### config.mk
export PLATFORM = sky130hd
export DESIGN_NAME = adc_acquisition_controller
export DESIGN_NICKNAME = d
export VERILOG_FILES = /design/src/rtl/daisi_adc_pkg.sv /design/src/rtl/adc_drdy_sync.sv /design/src/rtl/adc_acquisition_controller.sv
export SDC_FILE = /design/constraint.sdc
export NUM_CORES = 1
export LEC_CHECK = 0
export ABC_AREA = 1
export CORE_MARGIN = 2
export CORE_UTILIZATION = 64
export CTS_BUF_LIST = sky130_fd_sc_hd__clkbuf_8
export DETAILED_ROUTE_END_ITERATION = 8
export PLACE_DENSITY = 0.85
export SLEW_MARGIN = 15
export SYNTH_ARGS = -nofsm -noshare
export SYNTH_HDL_FRONTEND = slang
export SYNTH_SLANG_ARGS = --single-unit
### constraint.sdc
create_clock -name clock -period 10.6 [get_ports clock]
set_input_delay 2.12 -clock clock [delete_from_list [all_inputs] [get_ports clock]]
set_output_delay 2.12 -clock clock [all_outputs]
set_load 0.02 [all_outputs]
### src/rtl/daisi_adc_pkg.sv
// rtl/daisi_adc_pkg.sv - shared state encoding, frame constants and helpers for the ADC acquisition path
package daisi_adc_pkg;

  typedef enum logic [2:0] {
    ST_IDLE      = 3'd0,
    ST_ADC_RST   = 3'd1,
    ST_SETTLE    = 3'd2,
    ST_CONVERT   = 3'd3,
    ST_WAIT_DRDY = 3'd4,
    ST_CAPTURE   = 3'd5,
    ST_DONE      = 3'd6,
    ST_FAULT     = 3'd7
  } adc_state_t;

  // channel words that make up one complete frame
  localparam int WORDS_PER_FRAME = 8;

  // shortest CONVST-to-CONVST spacing the sequencer will honour
  localparam int MIN_SAMPLE_PERIOD = 16;

  // configured period with the floor applied
  function automatic logic [23:0] clamp_period(input logic [23:0] period);
    if (period < 24'(MIN_SAMPLE_PERIOD)) begin
      return 24'(MIN_SAMPLE_PERIOD);
    end
    return period;
  endfunction

  // 16-bit increment that sticks at all-ones
  function automatic logic [15:0] sat_inc16(input logic [15:0] value);
    return (value == 16'hFFFF) ? value : value + 16'd1;
  endfunction

endpackage

### src/rtl/adc_drdy_sync.sv
// rtl/adc_drdy_sync.sv - two-flop synchroniser with rising-edge detect for async ADC status lines
module adc_drdy_sync (
  input  logic clock,
  input  logic reset,
  input  logic async_in,
  output logic rise
);

  logic meta_q;
  logic sync_q;
  logic prev_q;

  // two flops for metastability, a third holds last cycle's level for the edge detect
  always_ff @(posedge clock or posedge reset) begin
    if (reset) begin
      meta_q <= 1'b0;
      sync_q <= 1'b0;
      prev_q <= 1'b0;
    end else begin
      meta_q <= async_in;
      sync_q <= meta_q;
      prev_q <= sync_q;
    end
  end

  assign rise = sync_q & ~prev_q;

endmodule

### src/rtl/adc_acquisition_controller.sv
// rtl/adc_acquisition_controller.sv - acquisition sequencer for the 8-channel serial ADC
module adc_acquisition_controller
  import daisi_adc_pkg::*;
#(
  parameter int ADC_RESET_CYCLES = 64,
  parameter int SETTLE_CYCLES    = 4096,
  parameter int CONVST_WIDTH     = 4,
  parameter int DRDY_TIMEOUT     = 65535
) (
  input  logic        clock,
  input  logic        reset,
  input  logic        cmd_start,
  input  logic        cmd_stop,
  input  logic [23:0] cfg_sample_period,
  input  logic [15:0] cfg_frame_count,
  output logic        adc_reset_n,
  output logic        adc_convst,
  input  logic        adc_data_ready,
  output logic        capture_enable,
  input  logic        word_written,
  input  logic        buffer_full,
  output logic        busy,
  output logic        done,
  output logic        fault,
  output logic [15:0] frames_captured,
  output logic [15:0] frames_dropped
);

  localparam int CNT_MAX_A = (DRDY_TIMEOUT > SETTLE_CYCLES) ? DRDY_TIMEOUT : SETTLE_CYCLES;
  localparam int CNT_MAX   = (CNT_MAX_A > ADC_RESET_CYCLES) ? CNT_MAX_A : ADC_RESET_CYCLES;
  localparam int CNT_W     = $clog2(CNT_MAX + 1);
  localparam int WCNT_W    = $clog2(WORDS_PER_FRAME + 1);

  adc_state_t        state_q;
  adc_state_t        state_d;
  logic [CNT_W-1:0]  cyc_q;
  logic [23:0]       period_q;
  logic [23:0]       ptmr_q;
  logic [15:0]       target_q;
  logic [WCNT_W-1:0] wcnt_q;
  logic              frame_resolved_q;
  logic              capture_enable_q;
  logic              done_q;
  logic [15:0]       captured_q;
  logic [15:0]       dropped_q;

  logic              drdy_rise;
  logic              start_run;
  logic              cap_inc;
  logic              drop_inc;
  logic              last_word;
  logic              period_end;
  logic              clr_cyc;
  logic [16:0]       frames_total;

  adc_drdy_sync u_drdy_sync (
    .clock    (clock),
    .reset    (reset),
    .async_in (adc_data_ready),
    .rise     (drdy_rise)
  );

  // the word that completes a frame, only while the frame is still open
  assign last_word  = word_written && !frame_resolved_q &&
                      (wcnt_q == WCNT_W'(WORDS_PER_FRAME - 1));
  assign period_end = (ptmr_q == 24'd0);

  // the timeout measures from CONVST rise, so the count carries across CONVERT -> WAIT_DRDY
  assign clr_cyc = (state_d != state_q) &&
                   !((state_q == ST_CONVERT) && (state_d == ST_WAIT_DRDY));

  // state register
  always_ff @(posedge clock or posedge reset) begin
    if (reset) begin
      state_q <= ST_IDLE;
    end else begin
      state_q <= state_d;
    end
  end

  // next-state and per-cycle frame accounting decisions; cmd_stop overrides everything
  always_comb begin
    state_d      = state_q;
    start_run    = 1'b0;
    cap_inc      = 1'b0;
    drop_inc     = 1'b0;
    frames_total = 17'd0;
    case (state_q)
      ST_IDLE, ST_DONE, ST_FAULT: begin
        if (cmd_start) begin
          state_d   = ST_ADC_RST;
          start_run = 1'b1;
        end
      end
      ST_ADC_RST: begin
        if (cyc_q == CNT_W'(ADC_RESET_CYCLES - 1)) state_d = ST_SETTLE;
      end
      ST_SETTLE: begin
        if (cyc_q == CNT_W'(SETTLE_CYCLES - 1)) state_d = ST_CONVERT;
      end
      ST_CONVERT: begin
        if (cyc_q == CNT_W'(CONVST_WIDTH - 1)) state_d = ST_WAIT_DRDY;
      end
      ST_WAIT_DRDY: begin
        if (drdy_rise) begin
          state_d  = ST_CAPTURE;
          drop_inc = buffer_full;
        end else if (cyc_q == CNT_W'(DRDY_TIMEOUT - 1)) begin
          state_d = ST_FAULT;
        end
      end
      ST_CAPTURE: begin
        cap_inc = last_word;
        if (period_end) begin
          drop_inc     = !frame_resolved_q && !last_word;
          frames_total = {1'b0, captured_q} + {1'b0, dropped_q} +
                         {16'd0, cap_inc} + {16'd0, drop_inc};
          if ((target_q != 16'd0) && (frames_total == {1'b0, target_q})) begin
            state_d = ST_DONE;
          end else begin
            state_d = ST_CONVERT;
          end
        end
      end
      default: state_d = ST_IDLE;
    endcase
    if (cmd_stop) begin
      state_d   = ST_IDLE;
      start_run = 1'b0;
      cap_inc   = 1'b0;
      drop_inc  = 1'b0;
    end
  end

  // timers, per-frame word tracking, run configuration and the frame counters
  always_ff @(posedge clock or posedge reset) begin
    if (reset) begin
      cyc_q            <= '0;
      period_q         <= 24'(MIN_SAMPLE_PERIOD);
      ptmr_q           <= 24'd0;
      target_q         <= 16'd0;
      wcnt_q           <= '0;
      frame_resolved_q <= 1'b0;
      capture_enable_q <= 1'b0;
      done_q           <= 1'b0;
      captured_q       <= 16'd0;
      dropped_q        <= 16'd0;
    end else begin
      if (clr_cyc) begin
        cyc_q <= '0;
      end else if (busy) begin
        cyc_q <= cyc_q + 1'b1;
      end

      if ((state_d == ST_CONVERT) && (state_q != ST_CONVERT)) begin
        ptmr_q <= period_q - 24'd1;
      end else if (!period_end) begin
        ptmr_q <= ptmr_q - 24'd1;
      end

      if ((state_q == ST_WAIT_DRDY) && (state_d == ST_CAPTURE)) begin
        wcnt_q           <= '0;
        frame_resolved_q <= buffer_full;
      end else if (state_q == ST_CAPTURE) begin
        if (word_written && !frame_resolved_q) wcnt_q <= wcnt_q + 1'b1;
        if (cap_inc || drop_inc) frame_resolved_q <= 1'b1;
      end

      if (start_run) begin
        period_q   <= clamp_period(cfg_sample_period);
        target_q   <= cfg_frame_count;
        captured_q <= 16'd0;
        dropped_q  <= 16'd0;
      end else begin
        if (cap_inc)  captured_q <= sat_inc16(captured_q);
        if (drop_inc) dropped_q  <= sat_inc16(dropped_q);
      end

      capture_enable_q <= (state_q == ST_CONVERT) || (state_q == ST_WAIT_DRDY) ||
                          (state_q == ST_CAPTURE);
      done_q           <= (state_d == ST_DONE) && (state_q != ST_DONE);
    end
  end

  // strobes follow the state directly so cmd_stop can pull them inactive in the same cycle
  assign adc_convst      = (state_q == ST_CONVERT) && !cmd_stop;
  assign adc_reset_n     = !((state_q == ST_ADC_RST) && !cmd_stop);
  assign busy            = (state_q != ST_IDLE) && (state_q != ST_DONE) && (state_q != ST_FAULT);
  assign fault           = (state_q == ST_FAULT);
  assign done            = done_q;
  assign capture_enable  = capture_enable_q;
  assign frames_captured = captured_q;
  assign frames_dropped  = dropped_q;

endmodule

Word level (Yosys, flattened, before mapping)
Index checks and enable logic that the tools add are counted.
- register bits: 125
- input port bits: 47
- output and inout bits: 38
- logic and storage cells: 127
- $add $sub $neg: 9
- magnitude comparators: 1
- equal/unequal tests: 26
- mux-type cells: 39
- bitwise operators: 2
- reductions and logical operators: 36
- operator list (operator ; number):
    16-bit 2-to-1 mux ; 8
    24-bit 2-to-1 mux ; 4
    16-bit by 1-bit adder with 16-bit output (second input constant) ; 3
    16-bit equality test (second input constant) ; 3
    24-bit by 1-bit subtractor with 24-bit output (second input constant) ; 2
    17-bit by 1-bit adder with 17-bit output ; 2
    3-bit 2-to-1 mux ; 9
    24-bit logical NOT ; 1
    24-bit by 5-bit less-than comparator with 1-bit output (second input constant) ; 1
    3-bit equality test (second input constant) ; 7
    3-bit one-hot mux with 6 select lines ; 1
    16-bit by 16-bit adder with 17-bit output ; 1
    17-bit by 16-bit equality test with 1-bit output ; 1
    16-bit by 12-bit equality test with 1-bit output (second input constant) ; 1
    16-bit by 2-bit equality test with 1-bit output (second input constant) ; 1
    16-bit by 6-bit equality test with 1-bit output (second input constant) ; 1
    16-bit nonzero test ; 1
    1-bit logical AND ; 13
    1-bit 2-to-1 mux ; 13
    4-bit 2-to-1 mux ; 3
    2-bit nonzero test ; 6
    3-bit by 2-bit equality test with 1-bit output (second input constant) ; 3
    2-bit AND reduction ; 4
    3-bit inequality test (second input constant) ; 2
    15 further kinds ; 22

Longest topological paths before layout
- word-level depth: 17
- gate-level depth with buffers: 41
- gate-level depth less buffers: 40

Cells and area by module
From an unflattened synthesis, not the netlist that was laid out.
- cells, all modules: 1185
- area, all modules: 8345.5 um^2
- by module, submodules not included (module ; instances ; cells an instance ; area an instance (um^2) ; sequential area each (um^2)):
    adc_acquisition_controller ; 1 ; 1179 ; 8256.7 ; 3054.2
    adc_drdy_sync ; 1 ; 6 ; 88.8 ; 75.1

Least setup slack after synthesis
OpenSTA, ideal clock, no wires.
- path kind: input -> register
- start point: input word_written
- end point: register ptmr_q[10]
- library setup time: 0.121 ns
- data arrival time: 5.885 ns
- data required time: 10.479 ns
- path slack: 4.594 ns
- cell stages on the path: 34
- path buffers: 1
- cells stage by stage: nand2_1 > nor2_1 > inv_1 > nand2_1 > fa_1 > inv_1 > ha_1 > fa_1 > nand2_2 > nand2_2 > nand3_2 > nand2_2 > nand2_2 > nand3_1 > nand3_1 > nand2_1 > nor3_2 > nand4_1 > nand2_1 > nand2_1 > nand2_2 > nand2_4 > nand2_8 > nor2_8 > buf_12 > o21ai_4 > ha_1 > inv_1 > a21oi_2 > nand2_1 > nor2_2 > nand2_1 > xor2_1 > nor2_1
- word-level cells in the longest chain between the ends: 14
- elaborated cells between the ends (all ways): 16
- classes of those cells: add/sub (2); eq/ne (3); mux (5); reduce/logical (6)
- ends and longest elaborated chain (what ; line ; text):
    start, declared ; adc_acquisition_controller.sv:20 ; input logic word_written,
    1-bit logical AND (*) (2 in a row) ; adc_acquisition_controller.sv:64 ; assign last_word = word_written && !frame_resolved_q &&
    branches (longest 2 deep; another with 17-bit by 1-bit adder with 17-bit output) ; -- ;
    17-bit by 1-bit adder with 17-bit output (*) ; adc_acquisition_controller.sv:117 ; {16'd0, cap_inc} + {16'd0, drop_inc};
    17-bit by 16-bit equality test with 1-bit output (*) ; adc_acquisition_controller.sv:118 ; if ((target_q != 16'd0) && (frames_total == {1'b0, target_q})) begin
    1-bit logical AND (*) ; adc_acquisition_controller.sv:118 ;
    3-bit 2-to-1 mux (*) ; adc_acquisition_controller.sv:118 ;
    3-bit 2-to-1 mux (*) ; adc_acquisition_controller.sv:114 ; if (period_end) begin
    3-bit one-hot mux with 6 select lines (*) ; adc_acquisition_controller.sv:88 ; case (state_q)
    3-bit 2-to-1 mux (*) ; adc_acquisition_controller.sv:127 ; if (cmd_stop) begin
    3-bit by 2-bit equality test with 1-bit output (*) ; adc_acquisition_controller.sv:155 ; if ((state_d == ST_CONVERT) && (state_q != ST_CONVERT)) begin
    1-bit logical AND (*) ; adc_acquisition_controller.sv:155 ;
    2-bit by 1-bit inequality test with 1-bit output (no line) / 24-bit 2-to-1 mux (equally long branches) ; -- ;
    end signal, assigned ; adc_acquisition_controller.sv:156 ; ptmr_q <= period_q - 24'd1;
    end signal, assigned ; adc_acquisition_controller.sv:158 ; ptmr_q <= ptmr_q - 24'd1;
    end, declared ; adc_acquisition_controller.sv:38 ; logic [23:0] ptmr_q;
Every way passes the cells marked *.
A chain may end at the register's enable or synchronous reset.

Worst setup path after layout
Ends and elaborated chain as after synthesis.

==> flow_metrics.tcl <==
set metrics [dict create \
    outcome "finished, final reports clean" \
    place_ws_ns 3.15 \
    ctsResizeCount 0 \
    finalNetCount 1377 \
    r2r_start "wcnt_q[0]" \
    critPathMaxFanout 48 \
    dieArea_sq_um 14400 \
    synth-seq-cells 125 \
    cts_tree "built" \
    setup_viol 0 \
    finClkSkew_ns 0.0110 \
    synth_fa_ha_area_frac 0.0585 \
    worstSkewPairLatency_ns 0.45 \
    hold_viol_final 0 \
    antenna_found_initial 0 \
    final_layout_size_suffix_gt1_frac 0.0775 \
    fin_ws_ns 3.54 \
    grt_max_degree 83 \
    synth_flop_cell "dfrtp_1" \
    async_reset_ff_frac 1.00 \
    startpoint_type "input pin" \
    numCtsBuffers 17 \
    fillers 1022 \
    synth_area_sq_um 8600 \
    pwr-share-clk 0.236 \
    worst_path_largest_cell_delay_ns 0.61 \
    synth_top_family_by_area "simple AND/OR/NAND/NOR gates" \
    clockBufferDepth 2 \
    postCtsHoldBufs 0 \
    p_comb_frac 0.402 \
    grt_util_all_layers 0.314 \
    synth-compound-area-share 0.109 \
    min_path_type "flip-flop to flip-flop" \
    syn2layout_area_growth_pct 15.7 \
    drcViolationCount 0 \
    cap_viol_max_count 0 \
    gp_congestion 0.948 \
    hold_start "u_drdy_sync.meta_q" \
    cts_root_buffer "clkbuf_8" \
    grt_overflow 0 \
    r2r-end "ptmr_q[10]" \
    post-route-min-period_ns 7.06 \
    total_power_uw 1980 \
    n_antenna_cell 0 \
    grt_setup_unrepaired "no" \
    maxSlewHeadroom 0.276 \
    cp-end-kind "flip-flop" \
    grt_pass1_wl_microns 36200 \
    final.period_utilization 0.666 \
    whs_path_depth 0 \
    tns_ns 0 \
    r2r.worst_path.cells 36 \
    cts.clk_slew.worst_paths_ns 0.07 \
    ant_nets 0 \
    worst_slew_pin_slew_ns 1.09 \
    path_class "input pin to flip-flop" \
    postCtsSetupBuffers 0 \
    max_freq_mhz 142 \
    dp_hpwl_microns 15600 \
    min_to "u_drdy_sync.sync_q" \
    dr.pass1.iters 5 \
    vias 8229 \
    yosysSeqAreaShare 0.364 \
    max-vdd-ir-drop_mv 0.127 \
    slew_viol_final 0 \
    cts_sinks 125 \
    coreArea_sq_um 13200 \
    fin_area_sq_um 9960 \
    synth_edf_count 0 \
    p_leak_uw 0.00482 \
    crit_top_cell "nand2_1" \
    cp_slowest_cell "nor2_8" \
    wl_microns 21400 \
    htree_levels 4 \
    worstPathArrival_ns 7.37 \
    synth_xor_area_frac 0.0356 \
    internal_power_uw 1160 \
    start_util 0.652 \
    wire_per_inst_microns 14.5 \
    rows 42 \
    die_height_microns 120 \
    syn_avg_cell_area_sq_um 7.08 \
    netlist_instances 1216 \
    p_per_area_nw_per_um2 199 \
    placed_area_sq_um 9510 \
    io_buffers 84 \
    yosysUniqueCellTypes 54 \
    final_core_util 0.755 \
    die_x_microns 120 \
    p_sw_frac 0.415 \
    synth_simple_gate_area_frac 0.339 \
    io_pins 85 \
    routed_via_density 5.56 \
    drt_iter0_markers 863 \
    required_ns 10.91 \
    r2r_slack_ns 5.05 \
    synthMuxAreaShare 0.00116 \
    grt_pass1_vias 7658 \
    seqPwrFrac 0.362 \
    yosysWarnings 0 \
    syn-num-nets 1302 \
    switchingPower_uw 823 \
]
worst max path at each step:
stage	from	to	slack, ns
2_1_floorplan	word_written	ptmr_q[10]	4.59
3_3_place_gp	word_written	ptmr_q[10]	3.37
3_5_place_dp	word_written	ptmr_q[10]	3.15
4_1_cts	word_written	ptmr_q[10]	3.62
5_1_grt	word_written	ptmr_q[10]	3.04
6_report	word_written	ptmr_q[10]	3.54
area by class of cell:
type | instances | area, sq um | area share
Clock buffer | 20 | 275 | 0.0276
Clock inverter | 12 | 168 | 0.0168
Inverter | 167 | 629 | 0.0632
Multi-Input combinational cell | 894 | 4680 | 0.470
Sequential cell | 125 | 3130 | 0.314
Tap cell | 176 | 220 | 0.0221
Timing Repair Buffer | 86 | 856 | 0.0860
power groups by stage:
| stage | Clock [uW] | Sequential [uW] | Combinational [uW] |
|---|---|---|---|
| floorplan | 0 | 692 | 622 |
| global placement | 0 | 719 | 760 |
| detailed placement | 0 | 719 | 780 |
| CTS | 473 | 714 | 785 |
| global route | 493 | 731 | 907 |
| finish | 468 | 717 | 795 |
synthesized netlist by cell type (all sizes together) (3+ instances only):
library cell,number,share of area
a221oi,4,0.0041
and2,3,0.0022
o21ai,75,0.048
nand4,14,0.010
clkbuf,13,0.0057
ha,37,0.054
nor3,32,0.020
buf,17,0.015
xnor2,10,0.010
a31oi,4,0.0029
a21oi,47,0.031
o21bai,11,0.0096
nand2,371,0.17
nand3,73,0.044
o21a,4,0.0035
a211oi,5,0.0044
nor2,141,0.069
nand3b,7,0.0061
dfrtp,124,0.36
nor4,15,0.011
xor2,25,0.025
inv,166,0.072
metrics by stage:
stage / hold slack (ns) / cells
after floorplan: 0.331 / 1216
after global placement: 0.333 / 1448
after detailed placement: 0.337 / 1448
after CTS: 0.355 / 1480
after global routing: 0.370 / 1480
final: 0.352 / 1480
registers in the layout, indices dropped and copies added, names as in the netlist, 3 cells and up:
signal / flops
period_q: 24
ptmr_q: 24
cyc_q: 16
frames_captured: 16
frames_dropped: 16
target_q: 16
wcnt_q: 4
state_q: 3
routing by layer:
| layer | share of wire | routed length (microns) | global-route usage | vias up |
|---|---|---|---|---|
| met5 | 0 | 0 | 0 | - |
| met4 | 0.014 | 293 | 0.0912 | 0 |
| met3 | 0.088 | 1890 | 0.0551 | 23 |
| met2 | 0.44 | 9470 | 0.476 | 348 |
| met1 | 0.46 | 9760 | 0.463 | 3801 |
| li1 | - | - | - | 4057 |
critical path, delay by kind of cell:
kind,cells,cell delay [ns]
AND/OR/NAND/NOR,24,2.85
adder cells (fa/ha/maj),4,1.34
buffers and inverters,5,0.66
AO/OA/AOI/OAI,2,0.27
XOR/XNOR,1,0.13
placed cells by master (no fill, tap or decap), types with 23 or more instances in the layout:
cell type        instances
a21oi_1                 41
nor3_1                  29
nand2_2                 23
nand3_1                 71
o21ai_0                 65
ha_1                    37
xor2_1                  25
clkdlybuf4s50_1         84
inv_1                  158
nand2_1                345
dfrtp_1                124
nor2_1                 125
kinds of logic (layout without fill, tap and decap cells):
kind of cell    Yosys count  count (layout)
compound gates          157             157
xor+xnor                 35              35
fa+ha+maj                39              39
buf+inv                 197             285
flops                   125             125
mux                       1               1
simple gates            662             662
Power figures use the tool's default switching activity.
==> patch 1 (same settings) <==
Make the reset (`reset`) synchronous in 3 clocked blocks. Comments in the files are not updated.
--- a/src/rtl/adc_drdy_sync.sv
+++ b/src/rtl/adc_drdy_sync.sv
@@ -11,7 +11,7 @@
   logic prev_q;
 
   // two flops for metastability, a third holds last cycle's level for the edge detect
-  always_ff @(posedge clock or posedge reset) begin
+  always_ff @(posedge clock) begin
     if (reset) begin
       meta_q <= 1'b0;
       sync_q <= 1'b0;
--- a/src/rtl/adc_acquisition_controller.sv
+++ b/src/rtl/adc_acquisition_controller.sv
@@ -70,7 +70,7 @@
                    !((state_q == ST_CONVERT) && (state_d == ST_WAIT_DRDY));
 
   // state register
-  always_ff @(posedge clock or posedge reset) begin
+  always_ff @(posedge clock) begin
     if (reset) begin
       state_q <= ST_IDLE;
     end else begin
@@ -133,7 +133,7 @@
   end
 
   // timers, per-frame word tracking, run configuration and the frame counters
-  always_ff @(posedge clock or posedge reset) begin
+  always_ff @(posedge clock) begin
     if (reset) begin
       cyc_q            <= '0;
       period_q         <= 24'(MIN_SAMPLE_PERIOD);
Function: differs if reset is asserted again (counterexample within 4 cycles, from zero or initial values and one cycle with reset high); with reset held inactive, the same outputs for 10 cycles.
==> patch 1 against the original RTL <==
Combinational power fell by 24%; final area decreased by 6.9%; clock power down 5.1%; first-iteration DRC count shrank 25%; worst setup slack got worse by 200 ps; synthesized cell count fell by 3.1%; critical path depth is the same; routed wire length decreased by 0.92%; sequential cell count unchanged; synthesized area decreased by 7.9%; power fell by 20%; register-to-register slack got worse by 100 ps; critical path type unchanged; critical endpoint is now ptmr_q[18]; largest cell class unchanged.
==> patch 1: results (changes against the original RTL) <==
Global routing
  • Met1 GRT Util: 42.9% (-3.4 points)
  • Largest net degree at the start of global routing: 42 (-49%)
  • Met3 Usage GRT: 5.32% (-0.19 points)
  • GRT Overall Usage: 32.8% (+1.4 points)
  • Antenna violations before repair: 0 (unchanged)
  • M2 GR Usage: 54.9% (+7.2 points)
  • First-pass GRT wire length: 34.3 mm (-5.4%)
  • Vias in the first global route: 7,306 (-4.6%)

Power
  • Sw frac: 39.2% (-2.4 points)
  • Pleak: 4.27 nW (-11%)
  • VDD IR max: 0.0837 mV (-34%)

Routing
  • Residual DRC count: 0 (unchanged)
  • DR iter-0 viols: 650 (-25%)
  • Detailed-route via count: 7,898 (-4.0%)
  • Drt pass-1 iters: 6 (+1)
  • Routed WL: 21.2 mm (-0.92%)

Clocking
  • Clock Path Buffers: 2 (unchanged)
  • H-tree depth: 4 (unchanged)
  • Worst-path clk slew: 70 ps (about the same)
  • Post-CTS Resized: 0 (unchanged)
  • Clk_lat worst skew: 450 ps (about the same)
  • Post-CTS Setup Bufs: 0 (unchanged)
  • Root buf cell: clkbuf_8

Final layout
  • Biggest regs: period_q (24), ptmr_q (24)
  • Antenna Cells: 0 (unchanged)
  • Nets: 1,346 (-2.3%)
  • Layout cell share with drive strength beyond 1: 8.11% (+0.36 points)

Outcome
  • Status: completed

Min path
  • Hold WC Path Type: reg2reg

Timing
  • Slew HR: 26.1% (-1.5 points)
  • Clock Skew: 11.8 ps (+0.720 ps)
  • Setup tns final: 0 ps (unchanged)

Setup path
  • Critical Path Fanout Max: 26 (-46%)
  • CP max stage cell: a21oi_4
  • Slowest stage delay, CP: 590 ps (-20 ps)
  • Critical Path AT: 7600 ps (+230 ps)

Yosys
  • Dominant cells by area after synthesis: dfxtp_1, nand2_1, inv_1
  • Seq/Total Area, Yosys: 31.6% (-4.8 points)
  • Compound-cell area share of the yosys netlist: 10.4% (-0.54 points)
  • Fraction of the mapped netlist area in adder cells: 6.35% (+0.50 points)
  • XOR/XNOR Fraction of Synth Area: 4.22% (+0.65 points)
  • Netlist cell types: 53 (-1.9%)
  • Yosys Warn Count: 0 (unchanged)
  • Post-synth top cells: nand2_1, inv_1, dfxtp_1, nor2_1, nand3_1
  • Asr flop ratio synth: 0% (-100 points)
  • Mux share of post-synthesis cell area: 0% (-0.12 points)

Placement
  • Cell Area, Placed: 8860 sq um (-6.8%)
  • IO Port Bufs: 84 (unchanged)
  • DP HPWL: 15.9 mm (+1.8%)
  • Gp weighted congestion: 0.989 (+4.4%)
patch 1: final cells by class:
type / count / area, sq um
Clock buffer: 17 / 234
Fill cell: 938 / 2790
Tap cell: 168 / 210
Clock inverter: 12 / 174
Inverter: 197 / 739
Multi-Input combinational cell: 831 / 4540
Timing Repair Buffer: 88 / 871
Sequential cell: 125 / 2500
patch 1: worst max-delay path, delay by kind of cell:
| kind | cells | cell delay, ps |
|---|---|---|
| buffers and inverters | 6 | 960 |
| adders and majority gates | 4 | 1370 |
| and+or+nand+nor | 25 | 2550 |
| AOI/OAI and AO/OA | 1 | 590 |
patch 1: metal layers:
metal	share of wire (%)	up-vias
li1	-	3979
met1	44	3598
met2	47	276
met3	5.9	45
met4	2.5	0
met5	0	-
patch 1: final timing paths:
path                            slack, ps               start                  to  cells past startpoint
worst min register to register        400  u_drdy_sync.meta_q  u_drdy_sync.sync_q                      2
worst max-delay path                 3340        word_written          ptmr_q[18]                     36
worst min-delay path                  400  u_drdy_sync.meta_q  u_drdy_sync.sync_q                      2
worst max register to register       4950           wcnt_q[0]          ptmr_q[18]                     36
patch 1: stage by stage:
| step | hold WS, ps | setup WS, ps | util (%) | instances |
|---|---|---|---|---|
| final | 403 | 3340 | 76.9 | 1438 |
| after global routing | 412 | 2820 | 76.9 | 1438 |
| after CTS | 405 | 3430 | 76.9 | 1438 |
| after detailed placement | 396 | 3000 | 73.5 | 1409 |
| after global placement | 392 | 3210 | 73.5 | 1409 |
| after floorplan | 388 | 4580 | - | 1178 |
patch 1: power groups by stage:
stage               clock network (W)  logic [W]  registers, W
floorplan                           0   0.000459      0.000543
global placement                    0   0.000576      0.000551
detailed placement                  0   0.000583      0.000551
CTS                          0.000445   0.000590      0.000541
global route                 0.000467   0.000671      0.000545
finish                       0.000444   0.000604      0.000543
==> patch 2 (same settings) <==
Made on the original files. The parameter `DRDY_TIMEOUT` goes from 65535 to 262140.
--- a/src/rtl/adc_acquisition_controller.sv
+++ b/src/rtl/adc_acquisition_controller.sv
@@ -5,7 +5,7 @@
   parameter int ADC_RESET_CYCLES = 64,
   parameter int SETTLE_CYCLES    = 4096,
   parameter int CONVST_WIDTH     = 4,
-  parameter int DRDY_TIMEOUT     = 65535
+  parameter int DRDY_TIMEOUT     = 262140
 ) (
   input  logic        clock,
   input  logic        reset,
Function: no difference found for any inputs over 10 cycles, from zero or initial values and one cycle with reset high; that may be too few to reach the edited logic, so the function may still have changed.
==> patch 2 against the original RTL <==
Worst hold slack better by 15 ps; final area is 2.0% higher; power is 0.94% lower; sequential cell count is 2 higher; critical path depth is 3 lower; register-to-register slack better by 60 ps; synthesized area is 2.6% higher; routed wire length is 8.5% higher; worst setup slack better by 69 ps; clock power is 9.8% lower; cell count is 6.4% higher.
==> patch 2: results (changes against the original RTL) <==
Outcome
  • Status: completed

Setup path
  • CP max stage cell: nand2_2
  • Slowest stage delay, CP: 500 ps (-110 ps)
  • Critical Path AT: 7310 ps (-60 ps)
  • Critical Path Fanout Max: 32 (-33%)
  • Cell family with most CP delay: simple AND/OR/NAND/NOR gates

Global routing
  • GRT Overall Usage: 32.9% (+1.5 points)
  • Antenna violations before repair: 0 (unchanged)
  • Vias in the first global route: 8,248 (+7.7%)
  • First-pass GRT wire length: 38.1 mm (+5.1%)
  • Largest net degree at the start of global routing: 82 (-1.2%)

Clocking
  • Post-CTS Setup Bufs: 0 (unchanged)
  • CTS buffer count: 17 (unchanged)
  • Clk_lat worst skew: 470 ps (+20 ps)
  • Worst-path clk slew: 80 ps
  • H-tree depth: 4 (unchanged)
  • Post-CTS Resized: 0 (unchanged)

Routing
  • DR iter-0 viols: 742 (-14%)
  • Drt pass-1 iters: 7 (+2)
  • Wire per inst: 14.8 um (+2.0%)
  • Detailed-route via count: 8,702 (+5.7%)

Final layout
  • Biggest regs: period_q (24), ptmr_q (24), cyc_q (18)
  • Antenna Cells: 0 (unchanged)
  • Nets: 1,471 (+6.8%)
  • Layout cell share with drive strength beyond 1: 6.15% (-1.6 points)

Timing
  • Slew HR: 35.8% (+8.2 points)
  • Clock Skew: 21.4 ps (+10.4 ps)

Power
  • Pint: 0.00112 W (-3.0%)
  • VDD IR max: 0.146 mV (+15%)
  • Pleak: 5.03 nW (+4.4%)

Placement
  • DP HPWL: 17.4 mm (+12%)
  • Gp weighted congestion: 0.981 (+3.5%)
  • IO Port Bufs: 84 (unchanged)
  • Pre-CTS setup slack: 3220 ps (+69.7 ps)

Min path
  • Hold WC Path Type: reg2reg

Run
  • Max-cap violations: 0 (unchanged)

Yosys
  • Netlist cell types: 50 (-7.4%)
  • Seq/Total Area, Yosys: 36.0% (-0.36 points)
  • Post-synth top cells: nand2_1, inv_1, nor2_1, dfrtp_1, nand3_1
  • Yosys Warn Count: 0 (unchanged)
  • Dominant cells by area after synthesis: dfrtp_1, nand2_1, inv_1
  • Top_reg_cell synth: dfrtp_1
  • Net Count, Synth: 1,392 (+6.9%)
patch 2: area by class of cell:
cell class | count | area [sq um]
Sequential cell | 127 | 3180
Timing Repair Buffer | 88 | 871
Clock buffer | 18 | 248
Tap cell | 176 | 220
Inverter | 198 | 746
Clock inverter | 14 | 140
Multi-Input combinational cell | 954 | 4750
Fill cell | 1142 | 3200
patch 2: cells by family (layout without fill, tap and decap cells):
| kind of cell | count (synthesis) | in the layout | share of synthesized area, % |
|---|---|---|---|
| AND/OR/NAND/NOR | 741 | 741 | 36.0 |
| XOR/XNOR | 31 | 31 | 3.08 |
| flip-flops | 127 | 127 | 36.0 |
| buffers and inverters | 226 | 318 | 10.3 |
| adder cells (fa/ha/maj) | 38 | 38 | 5.56 |
| AO/OA/AOI/OAI | 144 | 144 | 9.07 |
patch 2: per-layer routing:
| metal | part of all wire [%] | routed length [um] | vias to the layer above | global-route usage (%) |
|---|---|---|---|---|
| li1 | - | - | 4305 | - |
| met1 | 45 | 10500 | 4014 | 44.3 |
| met2 | 45 | 10500 | 330 | 52.5 |
| met3 | 7.2 | 1680 | 53 | 7.38 |
| met4 | 2.4 | 549 | 0 | 11.5 |
| met5 | 0 | 0 | - | 0 |
patch 2: path summary, 6_finish.rpt:
kind                                    start                 end  slack, ps  cells after the start
setup reg to reg                    wcnt_q[0]          ptmr_q[14]       5110                     33
hold / removal             u_drdy_sync.meta_q  u_drdy_sync.sync_q        370                      0
setup / recovery                 word_written          ptmr_q[14]       3610                     33
hold reg to reg            u_drdy_sync.meta_q  u_drdy_sync.sync_q        370                      0
max in group asynchronous               reset         target_q[5]       7070                      3
min in group asynchronous               reset         period_q[2]       2090                      2
patch 2: power by group through the flow:
stage	logic (W)	clock network, W	registers, W
finish	0.000802	0.000422	0.000737
global placement	0.000770	0	0.000736
detailed placement	0.000790	0	0.000738
floorplan	0.000600	0	0.000717
global route	0.000915	0.000448	0.000753
CTS	0.000795	0.000428	0.000733
patch 2: through the flow:
| step | cells | hold slack (ps) | power, W | util (%) | cell area [sq um] |
|---|---|---|---|---|---|
| final | 1575 | 367 | 0.00196 | 76.1 | 10200 |
| after global routing | 1575 | 381 | 0.00212 | 76.1 | 10200 |
| after CTS | 1575 | 375 | 0.00196 | 76.1 | 10200 |
| after detailed placement | 1543 | 343 | 0.00153 | 73.2 | 9760 |
| after global placement | 1543 | 332 | 0.00151 | 73.2 | 9760 |
| after floorplan | 1307 | 331 | 0.00132 | - | 8830 |
